[src/rtl/dp_ram_pkg.sv]
// Shared types and helpers for the dp_ram_pipe simple dual-port RAM.
package dp_ram_pkg;

   typedef enum logic {
      RDW_OLD = 1'b0,
      RDW_NEW = 1'b1
   } rdw_mode_e;

   localparam int BYTE_W     = 8;
   localparam int MAX_DATA_W = 1024;
   localparam int MAX_NB     = MAX_DATA_W / BYTE_W;

   // Even-parity bit per byte; callers zero-extend narrower words and use the low bits.
   function automatic logic [MAX_NB-1:0] byte_parity(input logic [MAX_DATA_W-1:0] word);
      logic [MAX_NB-1:0] par;
      for (int i = 0; i < MAX_NB; i++) begin
         par[i] = ^word[i*BYTE_W +: BYTE_W];
      end
      return par;
   endfunction

endpackage

[src/rtl/dp_ram_rd_pipe.sv]
// Read-output pipeline for dp_ram_pipe: one or two register stages, flushed by rst.
module dp_ram_rd_pipe
   import dp_ram_pkg::*;
#(
   parameter int DATA_W = 32,
   parameter int RD_LAT = 1
) (
   input  logic                     clk,
   input  logic                     rst,
   input  logic                     in_valid,
   input  logic [DATA_W-1:0]        in_data,
   input  logic                     in_coll,
   input  logic [DATA_W/BYTE_W-1:0] in_perr,
   output logic [DATA_W-1:0]        rd_data,
   output logic                     rd_valid,
   output logic                     collision,
   output logic [DATA_W/BYTE_W-1:0] rd_perr
);

   localparam int NB = DATA_W / BYTE_W;

   logic              s1_valid_r;
   logic [DATA_W-1:0] s1_data_r;
   logic              s1_coll_r;
   logic [NB-1:0]     s1_perr_r;

   // First stage: data only loads on a read so it holds between reads
   always_ff @(posedge clk) begin
      if (rst) begin
         s1_valid_r <= 1'b0;
         s1_data_r  <= {DATA_W{1'b0}};
         s1_coll_r  <= 1'b0;
         s1_perr_r  <= {NB{1'b0}};
      end else begin
         s1_valid_r <= in_valid;
         s1_coll_r  <= in_valid & in_coll;
         s1_perr_r  <= in_valid ? in_perr : {NB{1'b0}};
         if (in_valid) begin
            s1_data_r <= in_data;
         end
      end
   end

   generate
      if (RD_LAT == 2) begin : g_lat2
         logic              s2_valid_r;
         logic [DATA_W-1:0] s2_data_r;
         logic              s2_coll_r;
         logic [NB-1:0]     s2_perr_r;

         // Second stage for the two-cycle latency build
         always_ff @(posedge clk) begin
            if (rst) begin
               s2_valid_r <= 1'b0;
               s2_data_r  <= {DATA_W{1'b0}};
               s2_coll_r  <= 1'b0;
               s2_perr_r  <= {NB{1'b0}};
            end else begin
               s2_valid_r <= s1_valid_r;
               s2_coll_r  <= s1_valid_r & s1_coll_r;
               s2_perr_r  <= s1_valid_r ? s1_perr_r : {NB{1'b0}};
               if (s1_valid_r) begin
                  s2_data_r <= s1_data_r;
               end
            end
         end

         assign rd_data   = s2_data_r;
         assign rd_valid  = s2_valid_r;
         assign collision = s2_coll_r;
         assign rd_perr   = s2_perr_r;
      end else begin : g_lat1
         assign rd_data   = s1_data_r;
         assign rd_valid  = s1_valid_r;
         assign collision = s1_coll_r;
         assign rd_perr   = s1_perr_r;
      end
   endgenerate

endmodule

[src/rtl/dp_ram_pipe.sv]
// Parametrised 1W/1R RAM with byte enables, RD_LAT 1/2 and RDW policy.
// Define DP_RAM_PARITY_EN to store and check one even-parity bit per byte.
module dp_ram_pipe
   import dp_ram_pkg::*;
#(
   parameter int ADDR_W   = 5,
   parameter int DATA_W   = 32,
   parameter int RD_LAT   = 1,
   parameter int RDW_MODE = 0
) (
   input  logic                     clk,
   input  logic                     rst,
   input  logic                     wr_en,
   input  logic [ADDR_W-1:0]        wr_addr,
   input  logic [DATA_W-1:0]        wr_data,
   input  logic [DATA_W/BYTE_W-1:0] wr_be,
   input  logic                     rd_en,
   input  logic [ADDR_W-1:0]        rd_addr,
   output logic [DATA_W-1:0]        rd_data,
   output logic                     rd_valid,
   output logic                     collision,
   output logic [15:0]              collision_cnt,
   output logic [DATA_W/BYTE_W-1:0] rd_perr
);

   localparam int        NB    = DATA_W / BYTE_W;
   localparam int        DEPTH = 2 ** ADDR_W;
   localparam rdw_mode_e MODE  = (RDW_MODE == 1) ? RDW_NEW : RDW_OLD;

   logic [DATA_W-1:0] mem_r [DEPTH];
   logic              rd_go_s;
   logic              collide_s;
   logic [DATA_W-1:0] rd_word_s;
   logic [NB-1:0]     rd_perr_s;
   logic [15:0]       coll_cnt_r;

   assign rd_go_s   = rd_en & ~rst;
   assign collide_s = rd_go_s & wr_en & (rd_addr == wr_addr) & (|wr_be);

   // Byte-masked array write; the array itself is never reset
   always_ff @(posedge clk) begin
      if (!rst && wr_en) begin
         for (int i = 0; i < NB; i++) begin
            if (wr_be[i]) begin
               mem_r[wr_addr][i*BYTE_W +: BYTE_W] <= wr_data[i*BYTE_W +: BYTE_W];
            end
         end
      end
   end

   // Read word, with enabled write bytes forwarded in the NEW policy
   always_comb begin
      rd_word_s = mem_r[rd_addr];
      for (int i = 0; i < NB; i++) begin
         if ((MODE == RDW_NEW) && collide_s && wr_be[i]) begin
            rd_word_s[i*BYTE_W +: BYTE_W] = wr_data[i*BYTE_W +: BYTE_W];
         end else begin
            rd_word_s[i*BYTE_W +: BYTE_W] = mem_r[rd_addr][i*BYTE_W +: BYTE_W];
         end
      end
   end

`ifdef DP_RAM_PARITY_EN
   logic [NB-1:0]         par_r [DEPTH];
   logic [MAX_DATA_W-1:0] wr_wide_s;
   logic [MAX_DATA_W-1:0] rd_wide_s;
   logic [MAX_NB-1:0]     wr_par_s;
   logic [MAX_NB-1:0]     rd_par_s;

   assign wr_wide_s = {{(MAX_DATA_W-DATA_W){1'b0}}, wr_data};
   assign rd_wide_s = {{(MAX_DATA_W-DATA_W){1'b0}}, mem_r[rd_addr]};
   assign wr_par_s  = byte_parity(wr_wide_s);
   assign rd_par_s  = byte_parity(rd_wide_s);

   // Parity bits follow their byte under the same enables
   always_ff @(posedge clk) begin
      if (!rst && wr_en) begin
         for (int i = 0; i < NB; i++) begin
            if (wr_be[i]) begin
               par_r[wr_addr][i] <= wr_par_s[i];
            end
         end
      end
   end

   // Forwarded bytes carry fresh parity and therefore never flag
   always_comb begin
      rd_perr_s = {NB{1'b0}};
      for (int i = 0; i < NB; i++) begin
         if ((MODE == RDW_NEW) && collide_s && wr_be[i]) begin
            rd_perr_s[i] = 1'b0;
         end else begin
            rd_perr_s[i] = rd_par_s[i] ^ par_r[rd_addr][i];
         end
      end
   end
`else
   assign rd_perr_s = {NB{1'b0}};
`endif

   // Saturating collision counter
   always_ff @(posedge clk) begin
      if (rst) begin
         coll_cnt_r <= 16'h0000;
      end else if (collide_s && (coll_cnt_r != 16'hFFFF)) begin
         coll_cnt_r <= coll_cnt_r + 16'h0001;
      end
   end

   assign collision_cnt = coll_cnt_r;

   dp_ram_rd_pipe #(
      .DATA_W (DATA_W),
      .RD_LAT (RD_LAT)
   ) u_rd_pipe (
      .clk       (clk),
      .rst       (rst),
      .in_valid  (rd_go_s),
      .in_data   (rd_word_s),
      .in_coll   (collide_s),
      .in_perr   (rd_perr_s),
      .rd_data   (rd_data),
      .rd_valid  (rd_valid),
      .collision (collision),
      .rd_perr   (rd_perr)
   );

endmodule
[config.mk]
export PLATFORM = sky130hd
export DESIGN_NAME = dp_ram_pipe
export DESIGN_NICKNAME = d
export VERILOG_FILES = /design/src/rtl/dp_ram_pkg.sv /design/src/rtl/dp_ram_rd_pipe.sv /design/src/rtl/dp_ram_pipe.sv
export SDC_FILE = /design/constraint.sdc
export NUM_CORES = 1
export LEC_CHECK = 0
export CAP_MARGIN = 40
export CORE_MARGIN = 1.5
export CORE_UTILIZATION = 45
export DETAILED_ROUTE_END_ITERATION = 6
export PLACE_DENSITY = 0.72
export SKIP_CTS_REPAIR_TIMING = 1
export SYNTH_ARGS = -nofsm -noshare
export SYNTH_HDL_FRONTEND = slang
export SYNTH_SLANG_ARGS = --single-unit
[constraint.sdc]
create_clock -name clk -period 2.9 [get_ports clk]
set_input_delay 0.725 -clock clk [delete_from_list [all_inputs] [get_ports clk]]
set_output_delay 0.725 -clock clk [all_outputs]
set_load 0.05 [all_outputs]
After elaboration in Yosys (flattened, before gate mapping)
Memory sizes are Yosys's and may differ from the RTL's. A register that Yosys moved wholly into a read port is not among the register bits.
Cells that the tools add are included.
{ "word_totals": {"wordCells": 29, "reg_bits": 18, "mem_bits_rw": 1024, "romBits": 0, "memories": 1, "latch_bits": 0, "output_inout_bits": 54} }
{ "memory_table": {"columns": ["memory", "words", "width", "rd", "rd_ports_with_merged_regs", "wr", "line", "rtl"], "rows": [
  ["mem_r", 32, 32, 1, 1, 1, "dp_ram_pipe.sv:30", "logic [DATA_W-1:0] mem_r [DEPTH];"]
]} }
{ "classes": {"shifts": 0, "muxes": 12, "reduce_logical": 4, "multipliers": 0, "n_div": 0, "order_cmp": 0, "bitwise": 6, "add_sub_neg": 1, "n_eq_ne": 2} }
{ "op_table": {"columns": ["cell", "n"], "rows": [
  ["16-bit by 1-bit adder with 16-bit output (second input constant)", 1],
  ["16-bit inequality test (second input constant)", 1],
  ["1-bit 2-to-1 mux", 12],
  ["1-bit bitwise AND", 5],
  ["5-bit equality test", 1],
  ["4-bit OR reduction", 1],
  ["1-bit logical AND", 2],
  ["1-bit logical NOT", 1],
  ["1-bit inverter", 1]
]} }

Logic depth before layout (Yosys ltp)
{ "depth": {"depth_word": 6, "mapped_depth": 9, "mapped_depth_nobuf": 6} }

Hierarchy
A second synthesis with hierarchy kept.
{ "unflattened": {"cells_unflattened": 2029, "hier_area_um2": 41247.1} }
{ "by_module_without_submodules": {"columns": ["module", "cells_each", "area_per_inst_um2", "seq_area_each_um2", "n_inst"], "rows": [
  ["dp_ram_pipe", 1913, 39909.5, 31069.8, 1],
  ["dp_ram_rd_pipe", 116, 1337.5, 760.7, 1]
]} }

Least setup slack after synthesis
OpenSTA, ideal clock, no wires.
{ "synth_timing": {"path_type": "input port to flip-flop", "start": "input port rd_addr[0]", "end": "register u_rd_pipe.s1_data_r[1] (netlist: u_rd_pipe.rd_data[1]) (read register of mem_r)", "path_slack_ns": 0.558, "cell_stages": 7, "n_path_buf": 3, "arrival_time_ns": 2.225, "required_time_ns": 2.783, "setup_time_ns": 0.117, "cell_sequence": "buf_4 > buf_4 > buf_2 > mux4_2 > o22ai_1 > nor2_1 > a22o_1"} }
{ "synth_rtl": {"columns": ["element", "line", "rtl"], "rows": [
  ["start, declared", "dp_ram_pipe.sv:18", "input logic [ADDR_W-1:0] rd_addr,"],
  ["end, declared", "dp_ram_rd_pipe.sv:23", "logic [DATA_W-1:0] s1_data_r;"]
]} }

Worst setup path after layout
{ "layout_timing": {"start": "register u_rd_pipe.s1_data_r[26] (netlist: u_rd_pipe.rd_data[26]) (read register of mem_r)", "end": "output port rd_data[26]"} }
{ "layout_rtl": {"columns": ["element", "line", "rtl"], "rows": [
  ["end, declared", "dp_ram_pipe.sv:19", "output logic [DATA_W-1:0] rd_data,"]
]} }
No word-level cell between the ends.

==> results.yml <==
synth:
  async_flop_share_pct: 0
  synth_area_per_cell_sq_um: 19.2
  yosysTopAreaCellShare_pct: 74.2
  synth_area_sq_mm: 0.0414
  ys_ff_latch: 1074
  synth_area_leader_cell: "edfxtp_1"
  yosysWarnings: 0
  yosys_most_used_dff: "edfxtp_1"
  yosysUniqueCellTypes: 55
  synth_edf_count: 1024
  ys_seq_area_share_pct: 76.7
  synth_cells: 2162
  yosys-top-cells-area: "edfxtp_1 74%, mux4_2 9.1%, mux2i_1 2.9%"
global_route:
  grt_pass1_wl_microns: 151000
  grt_pass1_vias: 22802
  gr-usage-all-layers_pct: 22.0
  grt_antenna_before_repair: 2
  grt_overflow: 0
  grt_max_degree: 53
timing:
  setup_viol: 0
  max_slew_margin_pct: 43.5
  hold_violations: 0
  period_needed_ns: 2.82
  setup_tns_ns: 0
  fin_ws_ns: 0.0825
  worstMarginPinSlew_ns: 0.847
  period_share_pct: 97.2
  skew_ns: 0.0237
  whs_ns: 0.525
  slew_violations: 0
  grt_setup_unrepaired: "no"
  max_freq_ghz: 0.355
drt:
  ant_nets: 0
  routed-via-count: 22754
  routed_wl_microns: 103000
  vias_per_cell: 5.96
  drt_iter0_markers: 2895
  wl_per_cell_microns: 27.0
  drt-pass1-iter-count: 6
  route.detailed.drc: 0
floorplanning:
  chipHeight_microns: 306
  row_count: 111
  die_area_sq_mm: 0.0939
  initial_core_util_pct: 45.3
  io-pin-count: 104
  die_w_microns: 306
  core-area_sq_mm: 0.0914
cts:
  clockRootBuffer: "clkbuf_16"
  cts_max_level: 3
  clkTransAtPathRegs_ns: 0.06
  clock_path_buffers: 3
  numCtsBuffers: 102
  cts_num_sinks: 1074
  clock_latency_ns: 0.66
  cts_tree: "built"
placement:
  placed_area_sq_mm: 0.0459
  port_buffers: 99
  dp_slack_ns: -0.228
  gp_congestion: 0.939
  dp.cells: 3625
  dp_hpwl_microns: 69300
layout:
  fill_cells: 6918
  multi_input_area_sq_mm: 0.00900
  finish.instance_area_sq_mm: 0.0491
  nets: 2594
  drive_above_1_share_pct: 25.2
  utilization_pct: 53.7
  diodes: 0
  final-seq-area_sq_mm: 0.0318
  area_delta_synth_final_pct: 18.6
  final_cells: 3815
worst_setup_path:
  r2r_slack_ns: 0.63
  critPathMaxStageDelay_ns: 0.90
  crit_family: "buffers and inverters"
  cp.required_ns: 2.17
  cp_slowest_cell: "clkdlybuf4s50_1"
  path_max_fanout: 2
  end_kind: "output port"
  startpoint_type: "register"
  timing.critical_path.buf_inv: 1
  path_cells: "clkdlybuf4s50_1"
  cp.arrival_ns: 2.09
  crit_type: "register to output port"
outcome:
  status: "completed"
pwr:
  powerDensity_mw_per_mm2: 645
  ir_worst_vdd_mv: 0.493
  p_leak_nw: 16.0
  power_mw: 31.7
worst_hold_path:
  hp-class: "register to register"
job:
  cap_viol_max_count: 0
report_power, final:
group          switching, mW  total (mW)  internal [mW]  leakage (nW)
sequential            0.0854        17.1           17.1          9.62
combinational           1.11        1.80          0.681          4.85
clock                   5.55        12.7           7.17          1.56
metal layers:
metal,global-route usage (%),wire length [microns],vias up,part of all wire (%)
met1,31.0,41600,11685,40
met3,3.84,9740,243,9.5
met4,9.91,4580,4,4.5
li1,-,-,9582,-
met5,0,17,-,0.017
met2,33.6,46900,1240,46
placed cells by master, fill, tap and decap left out, types with 8 or more instances in the layout:
master and instances:
nand2_1 72, nor2_1 168, o221ai_1 8, edfxtp_1 1024, clkbuf_1 27, nor3_1 10, clkinv_2 12, o31ai_1 10
clkbuf_8 9, buf_12 23, a2111oi_1 13, a2111oi_0 11, a211oi_1 24, clkbuf_16 104, clkdlybuf4s50_1 97, mux2_2 33
a22o_1 32, a21oi_1 14, buf_4 285, o21ai_0 65, nor2b_1 30, a31oi_1 8, a22oi_1 8, o22ai_1 64
nand3_1 10, dfxtp_1 50, mux2i_1 120, or4_1 10, a221oi_1 24, clkinv_1 23, mux4_2 168
path summary, 6_finish.rpt:
check	start	end	cells after the start
hold / removal	collision_cnt[9]$_SDFFE_PP0P_	collision_cnt[9]$_SDFFE_PP0P_	2
setup / recovery	u_rd_pipe.rd_data[26]$_SDFFE_PP0N_	rd_data[26]	1
hold reg to reg	collision_cnt[9]$_SDFFE_PP0P_	collision_cnt[9]$_SDFFE_PP0P_	2
setup reg to reg	collision_cnt[6]$_SDFFE_PP0P_	collision_cnt[15]$_SDFFE_PP0P_	5
cells by family after synthesis:
kind of cell / Yosys count / synth area share (%)
adders and majority gates: 1 / 0.0302
muxes: 321 / 12.9
and+or+nand+nor: 335 / 3.74
AOI/OAI and AO/OA: 286 / 4.79
other: 1 / 0.00905
buffers and inverters: 139 / 1.73
DFF: 1074 / 76.7
xor gates and xnor gates: 5 / 0.106
sequential cells by signal, indices dropped and copies added (netlist names):
signal and flops:
u_rd_pipe.rd_data 32, collision_cnt 16, u_rd_pipe.collision 1, u_rd_pipe.rd_valid 1
mem_r 1024
area by class of cell:
cell class | instances | area share, %
well taps | 1186 | 3.02
clock buffers | 140 | 5.76
clock inverters | 50 | 0.754
multi-input cells | 952 | 18.3
repair buffers | 410 | 7.45
flip-flops and latches | 1074 | 64.7
inverters | 3 | 0.0229
synth_stat cells (10+ instances only):
master     instances
nor2b_1           30
dfxtp_1           50
mux2i_1          120
nand3_1           10
a22o_1            32
edfxtp_1        1024
o31ai_1           10
nor2_1           169
nor3_1            10
a2111oi_0         11
a21oi_1           14
o22ai_1           64
or4_1             10
buf_4             23
buf_1             11
clkbuf_1          50
nand2_1           72
a221oi_1          24
a2111oi_1         13
buf_2             45
mux2_2            33
o21ai_0           65
a211oi_1          24
mux4_2           168
(Power assumes the default switching activity.)
